--- config.mk ---
export PLATFORM = sky130hd
export DESIGN_NAME = sram_dma_engine_flat
export DESIGN_NICKNAME = d
export VERILOG_FILES = /design/src/rtl/sram_dma_engine_if.sv /design/src/rtl/sram_dma_engine.sv /design/src/flat_wrapper.sv
export SDC_FILE = /design/constraint.sdc
export NUM_CORES = 1
export LEC_CHECK = 0
export ABC_AREA = 1
export BUFFER_PORTS_ARGS = -buffer_cell sky130_fd_sc_hd__buf_4
export CAP_MARGIN = 20
export CORE_UTILIZATION = 47
export CTS_CLUSTER_SIZE = 24
export DETAILED_ROUTE_END_ITERATION = 16
export PLACE_DENSITY_LB_ADDON = 0.3
export SYNTH_ARGS = -nofsm -noshare
export SYNTH_HDL_FRONTEND = slang
export SYNTH_SLANG_ARGS = --single-unit
--- constraint.sdc ---
create_clock -name clk -period 2.1 [get_ports clk]
set_clock_uncertainty 0.15 [all_clocks]
set_input_delay 0.105 -clock clk [delete_from_list [all_inputs] [get_ports clk]]
set_output_delay 0.105 -clock clk [all_outputs]
set_load 0.005 [all_outputs]
--- src/rtl/sram_dma_engine_if.sv ---
// rtl/sram_dma_engine_if.sv - command handshake and SRAM bus bundle for the SRAM DMA engine
interface sram_dma_engine_if #(
  parameter int BW = 32,
  parameter int AW = 10
);
  logic          start;
  logic          mode;
  logic [AW-1:0] src;
  logic [AW-1:0] dst;
  logic [AW:0]   len;
  logic [BW-1:0] pattern;
  logic          abort;
  logic          busy;
  logic          done;
  logic          aborted;
  logic [AW:0]   count;
  logic          mem_csn;
  logic          mem_wen;
  logic [AW-1:0] mem_a;
  logic [BW-1:0] mem_di;
  logic [BW-1:0] mem_dout;

  // Controller plus SRAM side: issues commands, returns read data.
  modport master (
    output start, mode, src, dst, len, pattern, abort, mem_dout,
    input  busy, done, aborted, count, mem_csn, mem_wen, mem_a, mem_di
  );

  // Engine side: accepts commands, masters the SRAM bus.
  modport slave (
    input  start, mode, src, dst, len, pattern, abort, mem_dout,
    output busy, done, aborted, count, mem_csn, mem_wen, mem_a, mem_di
  );
endinterface

--- src/rtl/sram_dma_engine.sv ---
// rtl/sram_dma_engine.sv - SRAM block copy / pattern fill bus-master engine
module sram_dma_engine #(
  parameter int BW = 32,
  parameter int AW = 10
) (
  input logic              clk,
  input logic              rst,
  sram_dma_engine_if.slave bus
);

  typedef enum logic [1:0] {IDLE, RD, WR, FILLWR} state_t;

  state_t        state, state_d;
  logic [AW-1:0] src_ptr, src_ptr_d;
  logic [AW-1:0] dst_ptr, dst_ptr_d;
  logic [AW-1:0] a_q, a_d;
  logic [AW:0]   len_q, len_d;
  logic [AW:0]   count_q, count_d;
  logic [AW:0]   count_inc;
  logic [BW-1:0] di_q, di_d;
  logic          busy_q, busy_d;
  logic          done_q, done_d;
  logic          aborted_q, aborted_d;
  logic          csn_q, csn_d;
  logic          wen_q, wen_d;
  logic          last_word;

  assign count_inc = count_q + (AW+1)'(1);
  assign last_word = (count_inc == len_q);

  // Next-state and next-register values; bus outputs are precomputed so they
  // are registered and valid during the cycle of the state they belong to.
  always_comb begin
    state_d   = state;
    src_ptr_d = src_ptr;
    dst_ptr_d = dst_ptr;
    a_d       = a_q;
    len_d     = len_q;
    count_d   = count_q;
    di_d      = di_q;
    busy_d    = busy_q;
    done_d    = 1'b0;
    aborted_d = aborted_q;
    csn_d     = csn_q;
    wen_d     = wen_q;
    case (state)
      IDLE: begin
        csn_d = 1'b1;
        wen_d = 1'b1;
        if (bus.start) begin
          src_ptr_d = bus.src;
          dst_ptr_d = bus.dst;
          len_d     = bus.len;
          count_d   = '0;
          aborted_d = 1'b0;
          if (bus.len == '0) begin
            done_d = 1'b1;
          end else if (!bus.mode) begin
            state_d = RD;
            busy_d  = 1'b1;
            csn_d   = 1'b0;
            wen_d   = 1'b1;
            a_d     = bus.src;
          end else begin
            state_d = FILLWR;
            busy_d  = 1'b1;
            csn_d   = 1'b0;
            wen_d   = 1'b0;
            a_d     = bus.dst;
            di_d    = bus.pattern;
          end
        end
      end
      RD: begin
        src_ptr_d = src_ptr + AW'(1);
        if (bus.abort) begin
          state_d   = IDLE;
          busy_d    = 1'b0;
          done_d    = 1'b1;
          aborted_d = 1'b1;
          csn_d     = 1'b1;
          wen_d     = 1'b1;
        end else begin
          state_d = WR;
          wen_d   = 1'b0;
          a_d     = dst_ptr;
        end
      end
      WR: begin
        dst_ptr_d = dst_ptr + AW'(1);
        count_d   = count_inc;
        // Keep the last written word so MEM_DI holds steady once idle.
        di_d      = bus.mem_dout;
        if (bus.abort || last_word) begin
          state_d   = IDLE;
          busy_d    = 1'b0;
          done_d    = 1'b1;
          aborted_d = bus.abort;
          csn_d     = 1'b1;
          wen_d     = 1'b1;
        end else begin
          state_d = RD;
          wen_d   = 1'b1;
          a_d     = src_ptr;
        end
      end
      FILLWR: begin
        dst_ptr_d = dst_ptr + AW'(1);
        count_d   = count_inc;
        if (bus.abort || last_word) begin
          state_d   = IDLE;
          busy_d    = 1'b0;
          done_d    = 1'b1;
          aborted_d = bus.abort;
          csn_d     = 1'b1;
          wen_d     = 1'b1;
        end else begin
          a_d = dst_ptr + AW'(1);
        end
      end
      default: state_d = IDLE;
    endcase
  end

  // State and datapath registers with synchronous reset.
  always_ff @(posedge clk) begin
    if (rst) begin
      state     <= IDLE;
      src_ptr   <= '0;
      dst_ptr   <= '0;
      a_q       <= '0;
      len_q     <= '0;
      count_q   <= '0;
      di_q      <= '0;
      busy_q    <= 1'b0;
      done_q    <= 1'b0;
      aborted_q <= 1'b0;
      csn_q     <= 1'b1;
      wen_q     <= 1'b1;
    end else begin
      state     <= state_d;
      src_ptr   <= src_ptr_d;
      dst_ptr   <= dst_ptr_d;
      a_q       <= a_d;
      len_q     <= len_d;
      count_q   <= count_d;
      di_q      <= di_d;
      busy_q    <= busy_d;
      done_q    <= done_d;
      aborted_q <= aborted_d;
      csn_q     <= csn_d;
      wen_q     <= wen_d;
    end
  end

  assign bus.busy    = busy_q;
  assign bus.done    = done_q;
  assign bus.aborted = aborted_q;
  assign bus.count   = count_q;
  assign bus.mem_csn = csn_q;
  assign bus.mem_wen = wen_q;
  assign bus.mem_a   = a_q;
  // Copy writes forward the read data straight through to the write port.
  assign bus.mem_di  = (state == WR) ? bus.mem_dout : di_q;

endmodule

--- src/flat_wrapper.sv ---
// flat-port wrapper written by rule: the top's interface ports become plain ports
module sram_dma_engine_flat 
#(
  parameter int BW = 32,
  parameter int AW = 10
)
  (clk, rst, bus_start, bus_mode, bus_src, bus_dst, bus_len, bus_pattern, bus_abort, bus_mem_dout, bus_busy, bus_done, bus_aborted, bus_count, bus_mem_csn, bus_mem_wen, bus_mem_a, bus_mem_di);
  sram_dma_engine_if #(.BW(BW), .AW(AW)) bus_i ();
  input logic clk;
  input logic rst;
  input wire logic [$bits(bus_i.start)-1:0] bus_start;
  input wire logic [$bits(bus_i.mode)-1:0] bus_mode;
  input wire logic [$bits(bus_i.src)-1:0] bus_src;
  input wire logic [$bits(bus_i.dst)-1:0] bus_dst;
  input wire logic [$bits(bus_i.len)-1:0] bus_len;
  input wire logic [$bits(bus_i.pattern)-1:0] bus_pattern;
  input wire logic [$bits(bus_i.abort)-1:0] bus_abort;
  input wire logic [$bits(bus_i.mem_dout)-1:0] bus_mem_dout;
  output wire logic [$bits(bus_i.busy)-1:0] bus_busy;
  output wire logic [$bits(bus_i.done)-1:0] bus_done;
  output wire logic [$bits(bus_i.aborted)-1:0] bus_aborted;
  output wire logic [$bits(bus_i.count)-1:0] bus_count;
  output wire logic [$bits(bus_i.mem_csn)-1:0] bus_mem_csn;
  output wire logic [$bits(bus_i.mem_wen)-1:0] bus_mem_wen;
  output wire logic [$bits(bus_i.mem_a)-1:0] bus_mem_a;
  output wire logic [$bits(bus_i.mem_di)-1:0] bus_mem_di;
  assign bus_i.start = bus_start;
  assign bus_i.mode = bus_mode;
  assign bus_i.src = bus_src;
  assign bus_i.dst = bus_dst;
  assign bus_i.len = bus_len;
  assign bus_i.pattern = bus_pattern;
  assign bus_i.abort = bus_abort;
  assign bus_i.mem_dout = bus_mem_dout;
  assign bus_busy = bus_i.busy;
  assign bus_done = bus_i.done;
  assign bus_aborted = bus_i.aborted;
  assign bus_count = bus_i.count;
  assign bus_mem_csn = bus_i.mem_csn;
  assign bus_mem_wen = bus_i.mem_wen;
  assign bus_mem_a = bus_i.mem_a;
  assign bus_mem_di = bus_i.mem_di;
  sram_dma_engine #(.BW(BW), .AW(AW)) u_core (.clk(clk), .rst(rst), .bus(bus_i));
endmodule
==> results.sh <==
export IMPL_status="finished with violations"
export IMPL_violations="negative setup slack"
export IMPL_dpl_instance_area_mm2=0.00667
export IMPL_synth_most_common_cell="nand2_1"
export IMPL_overflow=0
export IMPL_syn_nets=925
export IMPL_via_per_inst=5.47
export IMPL_synth_commonest_cells="246 x nand2_1, 91 x dfxtp_1, 86 x inv_1"
export IMPL_ys_flop_type="dfxtp_1"
export IMPL_first_global_vias=6251
export IMPL_fp_dieArea_mm2=0.0116
export IMPL_fp_coreArea_mm2=0.0108
export IMPL_critical_path_class="flip-flop to output port"
export IMPL_layout_setup_ws_ns=-0.00494
export IMPL_io_pins=158
export IMPL_synth_top_area_share_pct=34.8
export IMPL_ys_types=40
export IMPL_numClockSinks=91
export IMPL_synth_compound_area_share_pct=20.1
export IMPL_synth_warnings=0
export IMPL_start_util_pct=48.3
export IMPL_grt_max_degree=65
export IMPL_p_per_area_mw_per_mm2=587
export IMPL_seq_area_frac_synth_pct=34.8
export IMPL_required_ns=1.85
export IMPL_yosys_top_cells_area="dfxtp_1 35%, nand2_1 18%, o21ai_0 7.4%"
export IMPL_hpwl_mm=10.8
export IMPL_ctsLongestPathBuffers=2
export IMPL_post_route_period_util_pct=100
export IMPL_area_delta_synth_final_pct=55.3
export IMPL_relSlewSlack_pct=61.2
export IMPL_clock_root_buffer="clkbuf_8"
export IMPL_p_leak_nw=3.71
export IMPL_yosys_area_top_type="dfxtp_1"
export IMPL_pre_cts_ws_ns=-0.00488
export IMPL_drive_gt1_share_pct=24.9
export IMPL_max_freq_ghz=0.475
export IMPL_cts_buffers=9
export IMPL_finalHoldViolCount=0
export IMPL_hp_class="input pin to flip-flop"
export IMPL_vias=6737
export IMPL_worstSetupStartpointType="flip-flop"
export IMPL_multi_input_area_mm2=0.00302
export IMPL_rows=38
export IMPL_layout_nets=1190
export IMPL_min_period_ns=2.10
export IMPL_die_x_um=108
export IMPL_htree_levels=3
export IMPL_synthArstFlopShare_pct=0
export IMPL_routedWlPerCell_um=15.7
export IMPL_fin_setup_tns_ns=-0.00494
export IMPL_synth_top_family_by_area="simple AND/OR/NAND/NOR gates"
export IMPL_n_antenna_cell=0
export IMPL_grt_setup_unrepaired="true"
export IMPL_critical_path_max_fanout=17
export IMPL_synth_mux_area_share_pct=0
export IMPL_critPathCaptureType="output port"
export IMPL_drcViolationCount=0
export IMPL_yosys_register_bits=91
export IMPL_nFillCells=784
export IMPL_wirelength_mm=19.3
export IMPL_synth_fa_ha_area_share_pct=0.716
export IMPL_die_h_um=108
export IMPL_synthesis_instances=822
export IMPL_io_buffers=157
export IMPL_synth_edf_count=0
export IMPL_yosys_area_share_simple_pct=33.4
export IMPL_gp_congestion=0.890
export IMPL_cts_tree="done"
export IMPL_worstMarginPinSlew_ns=0.580
export IMPL_firstDrtPassIters=8
export IMPL_fin_util_pct=75.1
export IMPL_design_area_mm2=0.00814
export IMPL_p_total_mw=4.78
export IMPL_seqCellArea_mm2=0.00183
export IMPL_final_max_slew_viol_count=0
export IMPL_drtIter0Drc=584
export IMPL_finalSetupViolations=1
export IMPL_grt_total_usage_pct=32.1
export IMPL_peakVddDrop_v=0.000374
export IMPL_synth_xor_area_share_pct=1.34
export IMPL_clk_latency_ns=0.36
export IMPL_grt_pass1_wl_mm=29.5
export IMPL_syn_area_mm2=0.00524
export IMPL_synthesis_area_per_instance_um2=6.37
export IMPL_path_clk_slew_ns=0.09
export IMPL_antenna_found_initial=0
export IMPL_maxCapViolCount=0
export IMPL_cp_arrival_ns=1.85
export IMPL_ant_nets=0
[logic make-up after synthesis]
logic type	count (synthesis)
flops	91
buf+inv	131
simple gates	395
compound gates	194
xor+xnor	8
fa+ha+maj	3
[routing by layer]
| metal | vias to the layer above | track usage, % | part of all wire (%) |
|---|---|---|---|
| li1 | 3215 | - | - |
| met1 | 3052 | 39.4 | 40 |
| met2 | 413 | 54.1 | 47 |
| met3 | 57 | 5.75 | 9.4 |
| met4 | 0 | 15.0 | 3.2 |
| met5 | - | 0 | 0 |
[cells in the final DEF, fill, tap and decap left out, types with 3 or more instances in the layout]
cell / count
nand2_1: 241
buf_4: 187
dlygate4sd3_1: 93
inv_1: 85
dfxtp_1: 85
o21ai_0: 76
a21oi_1: 70
nor2_1: 55
nand3_1: 31
nand2_2: 17
o21ai_1: 16
clkbuf_8: 12
nand4_1: 10
a31oi_1: 9
nor2_4: 8
nand3_2: 7
xor2_1: 7
nor3_1: 6
buf_12: 6
nand3_4: 5
nand3b_1: 5
o2111ai_1: 5
inv_2: 4
nor2_2: 4
o22ai_1: 4
dfxtp_2: 4
a211oi_1: 3
a22oi_1: 3
a221oi_1: 3
[registers in the layout, summed over array words and instances (netlist names)]
name,count
u_core.bus.busy,1
u_core.dst_ptr,10
u_core.bus.done,1
u_core.src_ptr,10
u_core.len_q,11
u_core.bus.mem_csn,1
u_core.state,2
u_core.bus.mem_wen,1
u_core.bus.mem_a,10
u_core.di_q,32
u_core.bus.count,11
u_core.bus.aborted,1
[worst paths after layout]
check,start,end,slack [ns],cells after the start
worst max-delay path,u_core.state[1],bus_mem_di[4],-0.005,9
worst min-delay path,bus_start,u_core.bus.aborted,0.006,6
worst max register to register,u_core.bus.count[1],u_core.bus.mem_a[1],0.01,14
worst min register to register,u_core.di_q[15],u_core.di_q[15],0.30,2
[layout make-up]
class / count / area share [%]
clock buffers: 13 / 2.08
clock inverters: 2 / 0.123
inverters: 90 / 4.20
multi-input cells: 602 / 37.1
flip-flops and latches: 91 / 22.5
well taps: 140 / 2.15
repair buffers: 292 / 31.7
repair inverters: 1 / 0.0922
[worst max-delay path, stage by stage, from the launching register on]
cell and delay (ns):
dfxtp_2 0.35, buf_12 0.13, inv_2 0.13, nor2_4 0.06, buf_12 0.14, buf_12 0.12, buf_16 0.15, nand2_1 0.12
o21ai_0 0.13, buf_4 0.16
[stage by stage]
step                instances  hold WS (ns)
finish                   1231       0.00648
CTS                      1213       0.00448
floorplan                 822        0.0461
global placement         1103         0.213
detailed placement       1103         0.225
global route             1231        0.0433
[power by group]
| part | internal (mW) | switching (mW) |
|---|---|---|
| combinational | 0.776 | 0.852 |
| clock | 0.520 | 0.633 |
| sequential | 1.90 | 0.0993 |
[repair_timing]
action / in CTS / in global routing
hold buffers: 93 / 0
pin swaps: 0 / 16
setup buffers: 0 / 13
gates cloned: 2 / 5
endpoints found under the hold margin: 65 / 0
resized for setup: 3 / 33
endpoints found under the setup margin: 24 / 89
No activity file was read; power rests on OpenSTA's default activity.
